**src/rtl/pipe_defs.sv**
```systemverilog
// Shared EX_MEM / MEM_WB field layout, writeback codes and MEM FSM states.
package pipe_defs;

    localparam int EXM_W      = 139;
    localparam int EXM_WD_LO  = 0;
    localparam int EXM_WD_HI  = 31;
    localparam int EXM_ALU_LO = 32;
    localparam int EXM_ALU_HI = 63;
    localparam int EXM_RD_LO  = 64;
    localparam int EXM_RD_HI  = 68;
    localparam int EXM_MRD    = 69;
    localparam int EXM_MWR    = 70;
    localparam int EXM_RW     = 71;
    localparam int EXM_MTR_LO = 72;
    localparam int EXM_MTR_HI = 73;
    localparam int EXM_PC4_LO = 74;
    localparam int EXM_PC4_HI = 105;
    localparam int EXM_LUD_LO = 106;
    localparam int EXM_LUD_HI = 137;
    localparam int EXM_LUOP   = 138;

    localparam int MWB_W      = 38;
    localparam int MWB_DAT_HI = 31;
    localparam int MWB_RD_LO  = 32;
    localparam int MWB_RD_HI  = 36;
    localparam int MWB_RW     = 37;

    localparam logic [1:0] MTR_ALU = 2'b00;
    localparam logic [1:0] MTR_MEM = 2'b01;
    localparam logic [1:0] MTR_PC4 = 2'b10;

    typedef enum logic {
        S_IDLE = 1'b0,
        S_WAIT = 1'b1
    } mem_state_e;

    function automatic logic [31:0] wb_sel(
        input logic        luop,
        input logic [1:0]  mtr,
        input logic [31:0] alu,
        input logic [31:0] mem,
        input logic [31:0] pc4,
        input logic [31:0] lud
    );
        logic [31:0] r;
        r = '0;
        if (luop) begin
            r = lud;
        end else begin
            unique case (mtr)
                MTR_ALU: r = alu;
                MTR_MEM: r = mem;
                MTR_PC4: r = pc4;
                default: r = '0;
            endcase
        end
        return r;
    endfunction

endpackage

```
**src/rtl/mem_handshake.sv**
```systemverilog
// MEM access handshake: wait-state FSM, wait counter and timeout abort.
module mem_handshake
    import pipe_defs::*;
#(
    parameter int TIMEOUT = 255,
    parameter int CNT_W   = 8
) (
    input  logic clk,
    input  logic reset_b,
    input  logic acc,
    input  logic misalign,
    input  logic mem_ack,
    output logic stall,
    output logic capture_en,
    output logic bubble,
    output logic bus_err
);

    mem_state_e state, state_nx;
    logic [CNT_W-1:0] cnt, cnt_nx;
    logic err_nx;

    always_comb begin
        state_nx = state;
        cnt_nx   = cnt;
        stall    = 1'b0;
        bubble   = 1'b0;
        err_nx   = 1'b0;
        unique case (state)
            S_IDLE: begin
                if (misalign) begin
                    bubble = 1'b1;
                    err_nx = 1'b1;
                end else if (acc && !mem_ack) begin
                    state_nx = S_WAIT;
                    cnt_nx   = CNT_W'(1);
                    stall    = 1'b1;
                    bubble   = 1'b1;
                end
            end
            S_WAIT: begin
                if (mem_ack) begin
                    state_nx = S_IDLE;
                    cnt_nx   = '0;
                end else if (cnt == CNT_W'(TIMEOUT)) begin
                    // abort: pipe moves on, result lost
                    state_nx = S_IDLE;
                    cnt_nx   = '0;
                    bubble   = 1'b1;
                    err_nx   = 1'b1;
                end else begin
                    cnt_nx = cnt + CNT_W'(1);
                    stall  = 1'b1;
                    bubble = 1'b1;
                end
            end
            default: state_nx = S_IDLE;
        endcase
        capture_en = !bubble;
    end

    always_ff @(posedge clk or negedge reset_b) begin
        if (!reset_b) begin
            state   <= S_IDLE;
            cnt     <= '0;
            bus_err <= 1'b0;
        end else begin
            state   <= state_nx;
            cnt     <= cnt_nx;
            bus_err <= err_nx;
        end
    end

endmodule

```
**src/rtl/mem_stage.sv**
```systemverilog
// Pipeline MEM stage: data access, writeback select, MEM_WB register, IRQ save/restore.
// Optional MEM_ALIGN_CHECK_EN rejects word accesses with nonzero address bits [1:0].
module mem_stage
    import pipe_defs::*;
#(
    parameter int TIMEOUT = 255,
    parameter int CNT_W   = 8
) (
    input  logic         clk,
    input  logic         reset_b,
    input  logic [138:0] EX_MEM,
    input  logic         IRQ_BACKUP,
    input  logic         IRQ_RECOVERY,
    output logic         mem_req,
    output logic         mem_we,
    output logic [31:0]  mem_addr,
    output logic [31:0]  mem_wdata,
    input  logic [31:0]  mem_rdata,
    input  logic         mem_ack,
    output logic         stall,
    output logic         bus_err,
    output logic [4:0]   EX_MEM_Rd,
    output logic         EX_MEM_RegWrite,
    output logic [31:0]  EX_MEM_RdData,
    output logic [37:0]  MEM_WB,
    output logic [4:0]   MEM_WB_Rd,
    output logic         MEM_WB_RegWrite,
    output logic [31:0]  MEM_WB_RdData
);

    logic [31:0] alu, pc4, lud, wb_data;
    logic [1:0]  mtr;
    logic        luop, mrd, mwr, acc, misalign;
    logic        capture_en, bubble;
    logic [MWB_W-1:0] mwb_nx, backup;

    assign alu  = EX_MEM[EXM_ALU_HI:EXM_ALU_LO];
    assign pc4  = EX_MEM[EXM_PC4_HI:EXM_PC4_LO];
    assign lud  = EX_MEM[EXM_LUD_HI:EXM_LUD_LO];
    assign mtr  = EX_MEM[EXM_MTR_HI:EXM_MTR_LO];
    assign luop = EX_MEM[EXM_LUOP];
    assign mrd  = EX_MEM[EXM_MRD];
    assign mwr  = EX_MEM[EXM_MWR];
    assign acc  = mrd | mwr;

`ifdef MEM_ALIGN_CHECK_EN
    assign misalign = acc && (alu[1:0] != 2'b00);
`else
    assign misalign = 1'b0;
`endif

    assign mem_req   = acc & ~misalign;
    assign mem_we    = mwr;
    assign mem_addr  = alu;
    assign mem_wdata = EX_MEM[EXM_WD_HI:EXM_WD_LO];

    assign EX_MEM_Rd       = EX_MEM[EXM_RD_HI:EXM_RD_LO];
    assign EX_MEM_RegWrite = EX_MEM[EXM_RW];
    // forwarding tap cannot see load data yet, so it reports the address
    assign EX_MEM_RdData   = wb_sel(luop, mtr, alu, alu, pc4, lud);

    assign wb_data = wb_sel(luop, mtr, alu, mem_rdata, pc4, lud);
    assign mwb_nx  = {EX_MEM_RegWrite, EX_MEM_Rd, wb_data};

    mem_handshake #(
        .TIMEOUT (TIMEOUT),
        .CNT_W   (CNT_W)
    ) u_hs (
        .clk        (clk),
        .reset_b    (reset_b),
        .acc        (acc),
        .misalign   (misalign),
        .mem_ack    (mem_ack),
        .stall      (stall),
        .capture_en (capture_en),
        .bubble     (bubble),
        .bus_err    (bus_err)
    );

    always_ff @(posedge clk or negedge reset_b) begin
        if (!reset_b) begin
            MEM_WB <= '0;
            backup <= '0;
        end else if (IRQ_RECOVERY) begin
            MEM_WB <= backup;
        end else if (IRQ_BACKUP) begin
            backup <= MEM_WB;
            MEM_WB <= '0;
        end else if (capture_en) begin
            MEM_WB <= mwb_nx;
        end else if (bubble) begin
            MEM_WB <= '0;
        end
    end

    assign MEM_WB_Rd       = MEM_WB[MWB_RD_HI:MWB_RD_LO];
    assign MEM_WB_RegWrite = MEM_WB[MWB_RW];
    assign MEM_WB_RdData   = MEM_WB[MWB_DAT_HI:0];

endmodule

```
**config.mk**
```make
export PLATFORM = sky130hd
export DESIGN_NAME = mem_stage
export DESIGN_NICKNAME = d
export VERILOG_FILES = /design/src/rtl/pipe_defs.sv /design/src/rtl/mem_handshake.sv /design/src/rtl/mem_stage.sv
export SDC_FILE = /design/constraint.sdc
export NUM_CORES = 1
export LEC_CHECK = 0
export ABC_AREA = 1
export CAP_MARGIN = 15
export CELL_PAD_IN_SITES_DETAIL_PLACEMENT = 1
export CELL_PAD_IN_SITES_GLOBAL_PLACEMENT = 2
export CORE_AREA = 2 2 181 183
export DETAILED_ROUTE_END_ITERATION = 10
export DIE_AREA = 0 0 183 185
export PLACE_DENSITY = 0.79
export SYNTH_ARGS = -nofsm -noshare
export SYNTH_HDL_FRONTEND = slang
export SYNTH_SLANG_ARGS = --single-unit
```
**constraint.sdc**
```tcl
create_clock -name clk -period 1.6 [get_ports clk]
set_input_delay 0.16 -clock clk [delete_from_list [all_inputs] [get_ports clk]]
set_output_delay 0.16 -clock clk [all_outputs]
set_load 0.03 [all_outputs]
```
* After elaboration in Yosys (flattened, before gate mapping)
Cells that the tools add are included.
** Word-level totals
- Bits in registers :: 86
- Input port bits :: 176
- Output and inout bits :: 182
- Word-level logic and storage cells :: 38
** Operators by class
- $add $sub $neg :: 1
- Equal/unequal tests :: 4
- Multiplexer cells :: 20
- Bitwise logic cells :: 3
- Reductions and logical operators :: 5
** Operator list (number)
- $mux 38 :: 3
- $pmux 32 s3 :: 1
- $mux 32 :: 2
- $pmux 32 s2 :: 1
- $mux 8 :: 3
- $pmux 8 s2 :: 1
- $add 8x1->8 const B :: 1
- $eq 8x8->1 const B :: 1
- $mux 1 :: 6
- $pmux 1 s2 :: 3
- $eq 2x1->1 const B :: 1
- $eq 2x2->1 const B :: 1
- $logic_not 2->1 :: 1
- $ne 2x1->1 const B :: 1
- $not 1->1 :: 2
- $reduce_and 2->1 :: 1
- $reduce_or 2->1 :: 1
- $logic_and 1x1->1 :: 1
- $logic_not 1->1 :: 1
- $or 1x1->1 :: 1

* Depth between registers and ports, before layout
Gate-level depths: netlist of the first run.
- Depth in word-level cells :: 7
- Depth in mapped cells :: 9
- Depth with buffers taken out :: 8

* Cells and area by module
Synthesis of the first run repeated with hierarchy kept, for this count alone.
** Second synthesis, totals
- Cell total of the unflattened synthesis :: 857
- Area total of the unflattened synthesis :: 6120.9 um^2
** Modules (own cells, without submodules)
- mem_stage :: instances 1, cells each 785, area an instance 5535.3 um^2, seq. area each 1901.8 um^2
- mem_handshake :: instances 1, cells each 72, area an instance 585.6 um^2, seq. area each 250.2 um^2

* Worst setup path before layout of the first run
No wires, ideal clock.
- Kind :: reg2reg
- From :: reg u_hs.cnt[0]
- To :: reg u_hs.state
- Setup time :: 288 ps
- Data arrival time :: 1314 ps
- Required time :: 1312 ps
- Slack :: -3 ps
- Stages on the path, launching flop included :: 7
- Path buffers :: 0
- Clock period less this slack :: 1603 ps
- Cells stage by stage :: dfrtp_1 -> ha_1 -> nand2_1 -> nor2_1 -> nand3_1 -> nand2_1 -> o21ai_0
** Between the ends
- Cells in the longest elaborated chain, start to end :: 4
** RTL lines
- from (decl) :: RTL line mem_handshake.sv:20 : logic [CNT_W-1:0] cnt, cnt_nx;
- from (signal assigned) :: RTL line mem_handshake.sv:69 : cnt <= cnt_nx;
- $eq 8x8->1 :: RTL line mem_handshake.sv:45 : end else if (cnt == CNT_W'(TIMEOUT)) begin
- $mux 1 (2 in series)
- $pmux 1 s2
- net stall :: RTL line mem_stage.sv:20 : output logic stall,
- to (signal assigned) :: RTL line mem_handshake.sv:68 : state <= state_nx;
- to (decl) :: RTL line mem_handshake.sv:19 : mem_state_e state, state_nx;
The timed path passes the listed nets, and every way through them passes these cells.
A chain may end at the register's enable or synchronous reset.

* Worst setup path in the final report of the first run
- From :: reg u_hs.cnt[1]
- To :: out stall
** Between the ends
- Cells in the longest elaborated chain, start to end :: 4
** RTL lines
- $eq 8x8->1 :: RTL line mem_handshake.sv:45
- $mux 1 :: RTL line mem_handshake.sv:45
- $mux 1 :: RTL line mem_handshake.sv:42 : if (mem_ack) begin
- $pmux 1 s2 :: RTL line mem_handshake.sv:29 : unique case (state)
- to (decl) :: RTL line mem_stage.sv:20
Every way passes these cells.

==> results of run 1 <==
-- sequential cells by signal (all words and copies together) (netlist names) --
| name | count |
|---|---|
| MEM_WB | 38 |
| backup | 38 |
| u_hs.bus_err | 1 |
| u_hs.cnt | 8 |
| u_hs.state | 1 |
-- cells in the final DEF, fill, tap and decap left out, types with 2 or more instances in the layout --
master and instances:
sky130_fd_sc_hd__buf_16 2, sky130_fd_sc_hd__clkbuf_16 9, sky130_fd_sc_hd__nand2_1 422, sky130_fd_sc_hd__nor2_4 4, sky130_fd_sc_hd__a21oi_1 4, sky130_fd_sc_hd__clkdlybuf4s50_1 179
sky130_fd_sc_hd__nand3_1 35, sky130_fd_sc_hd__dlygate4sd2_1 55, sky130_fd_sc_hd__a22o_1 7, sky130_fd_sc_hd__dfrtp_1 86, sky130_fd_sc_hd__inv_1 14, sky130_fd_sc_hd__mux2_2 38
sky130_fd_sc_hd__o21ai_0 2, sky130_fd_sc_hd__buf_12 14, sky130_fd_sc_hd__nand2_2 11, sky130_fd_sc_hd__clkbuf_1 3, sky130_fd_sc_hd__buf_4 61, sky130_fd_sc_hd__inv_2 3
sky130_fd_sc_hd__nor2_1 9, sky130_fd_sc_hd__buf_6 13, sky130_fd_sc_hd__buf_2 2, sky130_fd_sc_hd__diode_2 2, sky130_fd_sc_hd__clkdlybuf4s15_1 2, sky130_fd_sc_hd__dlymetal6s2s_1 17
-- cell type report --
type / count / area share, %
Multi-Input combinational cell: 542 / 27.9
Antenna cell: 2 / 0.0557
Inverter: 17 / 0.710
Tap cell: 408 / 5.68
Sequential cell: 86 / 23.9
Clock buffer: 12 / 2.63
Timing Repair Buffer: 346 / 38.6
Clock inverter: 3 / 0.515
-- logic make-up (layout without fill, tap and decap cells) --
family | count (synthesis) | after routing
AOI/OAI and AO/OA | 16 | 16
xor gates and xnor gates | 1 | 1
adders and majority gates | 1 | 1
buffers and inverters | 160 | 378
DFF | 86 | 86
muxes | 38 | 38
other | 0 | 2
and+or+nand+nor | 486 | 486
-- power groups by stage --
stage | logic [mW] | clock network, mW | registers [mW]
global placement | 2.51 | 0 | 2.58
global route | 2.68 | 2.31 | 2.58
floorplan | 1.38 | 0 | 2.71
finish | 2.48 | 2.09 | 2.54
CTS | 2.51 | 2.22 | 2.55
detailed placement | 2.53 | 0 | 2.60
-- worst max-delay path, cell delays in order, from the launching register on --
cell and delay (ns):
sky130_fd_sc_hd__dfrtp_1 0.37, sky130_fd_sc_hd__ha_2 0.22, sky130_fd_sc_hd__nand2_4 0.06, sky130_fd_sc_hd__nor2_4 0.09, sky130_fd_sc_hd__nand3_2 0.09, sky130_fd_sc_hd__nand2_2 0.10, sky130_fd_sc_hd__o21ai_2 0.07, sky130_fd_sc_hd__buf_6 0.15
-- Yosys cell counts --
cell type,number
sky130_fd_sc_hd__nor2_1,11
sky130_fd_sc_hd__dfrtp_1,86
sky130_fd_sc_hd__inv_1,14
sky130_fd_sc_hd__inv_2,3
sky130_fd_sc_hd__buf_2,9
sky130_fd_sc_hd__or2_2,1
sky130_fd_sc_hd__clkbuf_1,13
sky130_fd_sc_hd__mux2_2,38
sky130_fd_sc_hd__o22ai_1,1
sky130_fd_sc_hd__a21oi_1,4
sky130_fd_sc_hd__buf_4,117
sky130_fd_sc_hd__xor2_1,1
sky130_fd_sc_hd__nand4_1,1
sky130_fd_sc_hd__nand2_1,434
sky130_fd_sc_hd__buf_1,4
sky130_fd_sc_hd__ha_1,1
sky130_fd_sc_hd__o21ai_0,4
sky130_fd_sc_hd__a22o_1,7
sky130_fd_sc_hd__nand3_1,36
sky130_fd_sc_hd__nor2_2,3
-- worst paths after layout --
kind / from / to / slack, ns / cells past startpoint
setup / recovery: u_hs.cnt[1] / stall / -0.05 / 7
hold / removal: IRQ_RECOVERY / MEM_WB[36] / 0.12 / 2
setup reg to reg: u_hs.cnt[1] / u_hs.cnt[2] / 0.22 / 8
hold reg to reg: backup[28] / MEM_WB[28] / 0.46 / 2
max in group asynchronous: reset_b / backup[12] / 0.72 / 3
min in group asynchronous: reset_b / u_hs.cnt[3] / 0.26 / 2
-- what timing repair did --
action / 4_1_cts / 5_1_grt
endpoints found under the setup margin: 92 / 45
gates resized for setup: 66 / 43
hold buffers: 1 / 0
cloned: 2 / 0
setup buffers: 1 / 3
endpoints found under the hold margin: 45 / 0
pin swaps: 2 / 5
-- per-stage QoR --
step,hold slack (ns),instances
floorplan,-0.136,788
global placement,0.0393,1392
detailed placement,0.0441,1392
CTS,0.0950,1411
global route,0.104,1415
finish,0.117,1416
-- routing by layer --
layer  vias up  wire length, um  GRT usage (%)
li1       2769                -              -
met1      2705             9200           15.4
met2       196            11500           24.0
met3        29             1420           3.46
met4         2              389           3.55
met5         -               12              0
==> results list, run 1 <==
- Number of standard cells after synthesis: 788
* Clock Root Buffer: sky130_fd_sc_hd__clkbuf_16
* Clock skew after layout: 0.0113 ns
* Sequential cell area: 0.00215 mm2
- Combined global-route utilization of all metal layers: 13.2%
* Pin count of the biggest net entering global routing: 65
- Of the total power, the clock network draws 29.4%.
- Max Clock Freq: 607 MHz
* Vias after detailed routing: 5701
* Arrival time worst endpoint: 1.49 ns
- Routed Wire Length: 22.5 mm
- Across the VDD grid, the largest voltage drop is 431 uV.
* Number of DRC markers after the initial detailed-route iteration: 200
- Measured on the finished design, the core utilization comes to 28.1%.
* Final-report setup violation count: 1
- First-pass GRT wire length: 34.2 mm
- Unrepaired setup endpoints after global routing: yes
* Area taken by multi-input logic gates: 0.00251 mm2
- The longest clock path from root to sink contains 2 buffers.
* Wirelength per Cell: 15.9 um
* Setup tns final: -0.0482 ns
* Switching part of the total: 33.9%
- From synthesis to final layout, the design area changed by 59.3%.
- The synthesized netlist devotes 33.4% of its cell area to simple gates.
- After filler insertion, the fill cell instance count of the layout stands at 3834.
- Summing the sequential cell areas from Yosys gives 38.1% of the chip area.
* Share of the synthesized area in the top cell type: 38.1%
* Net switching power: 2.41 mW
* CTS tree: yes
* Placement row count: 66
- Area leader, netlist: sky130_fd_sc_hd__dfrtp_1
* Fraction of layout cells with a size suffix above 1: 16.5%
- After detailed routing, the number of vias per cell comes to 4.03.
* Number of antenna violations at the first check in global routing: 3
* Number of nets in the synthesized netlist: 965
- The critical path is of the register to output pin type.
* Category of the worst setup path launch point: register
* Share of cell area taken by muxes after synthesis: 7.58%
* Yosys synthesis warning count: 0
- The region available for standard cell placement spans 0.0320 mm2.
- In this run, CTS created clock tree buffers numbering 9.
- The clock reaches the later pin of the worst-skew pair after 0.34 ns.
* Actual slew at the worst max-slew pin: 0.497 ns
* Leading post-synthesis cells by cell area: sky130_fd_sc_hd__dfrtp_1, sky130_fd_sc_hd__nand2_1, sky130_fd_sc_hd__buf_4
- Compound-gate portion of the synthesized area: 1.91%
* Remaining number of nets flagged by the antenna check after routing: 0
- Synthesized area: 0.00564 mm2
- Synthesized-area fraction occupied by xor and xnor cells: 0.155%
* Dominant combinational cell family by area after synthesis: simple AND/OR/NAND/NOR gates
- Max capacitance violation total: 0
- Buffers placed on the I/O ports in this run total 293.
- RD Place Congestion: 0.748
* Final period util: 103%
* Endpoint required time on the critical path: 1.44 ns
- The flow ran to the end, but the final reports show violations.
* Worst-path maximum fanout: 3
- Clock-pin slew was measured on the worst setup and hold paths at 0.07 ns.
* Part of the total power dissipated in combinational logic: 34.9%
- Min Tclk post-route: 1.65 ns
* Pleak: 4.99 nW
* Vias in the first global route: 5969
- DP HPWL: 16.7 mm
- Number of distinct library cell variants in the gate-level netlist after synthesis: 20
- The total overflow left after global routing is 0.
* Flip-flop and latch count after synthesis: 86
- Area enclosed by the die boundary: 0.0339 mm2
* Failing checks: setup timing
- After synthesis, the mean cell area works out to 7.16 um2.
* Power per Cell Area: 792 mW/mm2
- Critical Path End Type: output pin
- Max-slew violation count: 0
- Instance area at placement: 0.00853 mm2
* Length of the first detailed-routing pass in iterations: 4
- Part of the power in registers: 35.7%
- The die is 183 um wide.
* Post-layout instance area: 0.00899 mm2
- Power comes to 7.12 mW.
* Worst setup timing slack at the placement stage: -0.151 ns
- The number of endpoints with negative hold slack in the final report was 0.
- Number of levels in the clock H-tree: 3
- Number of DRC violations after detailed routing: 0
* Worst setup slack after layout: -0.0482 ns
- Measured along the y axis, the die boundary spans 185 um.
* Number of nets at the end of the flow: 1179
- I/O pins: 358
- Sinks on Clock Net: 86
* Starting density of the core: 17.6%
* Remaining max-slew budget at the tightest pin: 66.8%
- The internal portion of the total power is 4.71 mW.
* Post-synthesis adder-cell area fraction: 0.222%
- Path class of the lowest-slack min-delay path: input pin to register
Note: power is estimated with default switching activity, not from simulation.
==> run 2: changes to the inputs <==
- CORE_AREA: 2 2 181 183 -> 5 5 179 181
- CTS_BUF_LIST: default -> sky130_fd_sc_hd__clkbuf_4
- DIE_AREA: 0 0 183 185 -> 0 0 184 186
- PLACE_DENSITY: 0.79 -> 0.83
==> results list, run 2 (synthesized netlist as in run 1, its figures left out) <==
* Outcome: complete, but fails checks
- RD Place Congestion: 0.763
- Per report_power, the sequential group accounts for 41.2% of the total.
- Placement row count: 64
- Net switching is 38.3% of the power.
* Arrival time worst endpoint: 1.61 ns
- Across the run, the number of max-cap violations was 0.
- The analysis attributes to cell leakage a power of 4.76 nW.
- Actual slew at the worst max-slew pin: 0.411 ns
- The finished layout holds 1417 standard cells, fillers aside.
* Maximum clock path buffer count: 2
* Remaining number of nets flagged by the antenna check after routing: 0
* Wirelength per Cell: 15.8 um
* Power per Cell Area: 704 mW/mm2
- Buffers inserted during clock tree synthesis total 9.
- Relative to the synthesized area, the layout overhead comes to 55.3%.
- Buffer and inverter count on the worst path: 1
- For this design the total switching power over the nets is 2.36 mW.
* Number of buffers inserted by port buffering: 293
- Cell chain of the critical path: ha_4 -> nand2_4 -> nor2_4 -> nand3_2 -> nand2_2 -> o21ai_2 -> buf_6
- Once the floorplan was initialized, standard cells occupied 18.6% of the core.
* Combined global-route utilization of all metal layers: 12.8%
* Cell with the biggest individual delay on the critical path: sky130_fd_sc_hd__dfrtp_1
- After detailed routing, the total wire length is 22.4 mm.
- Leading cell type in the layout, fill and taps excluded: sky130_fd_sc_hd__nand2_1
- Vias after detailed routing: 5742
- Worst setup slack after layout: -0.172 ns
- Clock skew after layout: 0.0216 ns
- Worst setup slack for register-to-register paths: 0.16 ns
- After legalization and detailed placement, the total HPWL measured 17.5 mm.
* GR Overflow Total: 0
- After clock tree synthesis, the clock-pin slew on the worst setup and hold paths is 0.16 ns.
* Final period util: 111%
- Category of the worst setup path launch point: register
- Setup violations remaining at the end of the flow were counted as 1.
* Number of DRC violations after detailed routing: 0
* Length of the first detailed-routing pass in iterations: 4
* Worst-path maximum fanout: 3
- Max VDD drop: 328 uV
- Max Clock Freq: 564 MHz
- Part of the total power dissipated in combinational logic: 39.9%
- Remaining max-slew budget at the tightest pin: 72.3%
* CTS tree: yes
- The cell family contributing the most delay on the critical path is flip-flops.
- The critical path is of the register to output pin type.
- First-pass GRT wire length: 34.4 mm
* Fraction of layout cells with a size suffix above 1: 16.8%
* Failing checks: setup timing
* Max-slew violation count: 0
* Registers with the most flip-flops: MEM_WB x38, backup x38, u_hs.cnt x8
- Launching point of the worst reg2reg path: u_hs.cnt[1]
* Min Tclk post-route: 1.77 ns
- Counting tap cells, the placed design contains a total of 1389 instances.
* Worst reg-to-reg path cell count: 9
- Unrepaired setup endpoints after global routing: yes
- Count of endpoints failing hold in the final timing report: 0
- For this run, the slowest stage of the critical path takes 0.42 ns.
* Sinks on Clock Net: 86
- In this run, the clock network consumes 18.9% of the power.
- The H-tree was split into 3 levels.
- Internal portion of total power: 3.81 mW
- The later pin in the worst-skew pair is clocked with a latency of 0.45 ns.
- In the routed layout, each cell is associated on average with a via count of 4.05.
- Width of the die: 184 um
- Vertical extent of the die: 186 um
- Pin count of the biggest net entering global routing: 57
* Endpoint required time on the critical path: 1.44 ns
- Number of antenna violations at the first check in global routing: 1
* Layout Utilization: 29.0%
* I/O pins: 358
* Placeable core region: 0.0303 mm2
* Critical Path End Type: output pin
- The worst register-to-register path ends at u_hs.cnt[2].
- Most frequent cells in the layout: sky130_fd_sc_hd__nand2_1, sky130_fd_sc_hd__clkdlybuf4s50_1, sky130_fd_sc_hd__dfrtp_1
* Vias in the first global route: 6282
- The cell sitting at the root of the clock tree is a sky130_fd_sc_hd__clkbuf_4.
* Path class of the lowest-slack min-delay path: input pin to async pin
- Number of nets at the end of the flow: 1191
- The floorplan step defined a die boundary enclosing 0.0342 mm2.
* Fill count: 3723
- Number of DRC markers after the initial detailed-route iteration: 176
## run 2: changes by cell type in the layout (fill, tap and decap cells not counted), moves of 3 or more
cell,before,now
sky130_fd_sc_hd__dlygate4sd2_1,55,78
sky130_fd_sc_hd__nand2_1,422,430
sky130_fd_sc_hd__clkdlybuf4s50_1,179,174
sky130_fd_sc_hd__clkbuf_16,9,0
sky130_fd_sc_hd__clkbuf_1,3,0
sky130_fd_sc_hd__nand2_2,11,3
sky130_fd_sc_hd__buf_6,13,1
sky130_fd_sc_hd__dlymetal6s2s_1,17,0
sky130_fd_sc_hd__clkbuf_4,0,9
sky130_fd_sc_hd__buf_4,61,84
## run 2: worst max path at each step
| stage | from | to | slack (ns) | cells past startpoint |
|---|---|---|---|---|
| 2_1_floorplan | u_hs.cnt[0] | u_hs.state | 0.19 | 6 |
| 3_3_place_gp | EX_MEM[70] | mem_req | -0.06 | 3 |
| 3_5_place_dp | EX_MEM[70] | u_hs.cnt[2] | -0.15 | 6 |
| 4_1_cts | u_hs.cnt[1] | stall | -0.25 | 7 |
| 5_1_grt | u_hs.cnt[1] | stall | -0.32 | 7 |
| 6_report | u_hs.cnt[1] | stall | -0.17 | 7 |
## run 2: final cells by class
class	count	area (um2)	area share, %
clock buffer	9	67.6	0.771
sequential	86	2150	24.6
clock inverter	7	50.0	0.571
tap	396	495	5.65
timing repair buffer	358	3430	39.1
inverter	17	63.8	0.728
multi-input combinational	542	2500	28.5
antenna	2	5.00	0.0571
## run 2: timing repair
| item | 4_1_cts | 5_1_grt |
|---|---|---|
| endpoints found under the setup margin | 111 | 7 |
| gates cloned | 1 | 0 |
| hold buffers | 1 | 0 |
| resized for setup | 93 | 3 |
| endpoints found under the hold margin | 86 | 0 |
| pin swaps | 3 | 4 |
| buffers inserted | 3 | 5 |
## run 2: metal layers
metal | up-vias | share of wire (%) | GRT usage [%]
li1 | 2788 | - | -
met2 | 180 | 52 | 24.0
met5 | - | 0 | 0
met1 | 2759 | 42 | 14.8
met4 | 0 | 1.2 | 2.84
met3 | 15 | 5.3 | 2.64
## run 2: power groups by stage
stage	Sequential [mW]	Combinational, mW	Clock, mW
final	2.54	2.46	1.17
after global routing	2.57	2.66	1.36
after CTS	2.54	2.49	1.27
after detailed placement	2.59	2.56	0
after global placement	2.58	2.53	0
after floorplan	2.71	1.38	0
## run 2: per-stage QoR
step	TNS (ns)	hold WS, ns	instance area [um2]	power (mW)	worst slack (ns)
floorplan	0	-0.136	5640	4.09	0.186
global placement	-0.533	0.115	8590	5.11	-0.0614
detailed placement	-2.76	0.118	8590	5.15	-0.152
CTS	-0.255	0.120	8710	6.30	-0.255
global route	-0.320	0.131	8760	6.59	-0.320
finish	-0.172	0.167	8760	6.17	-0.172
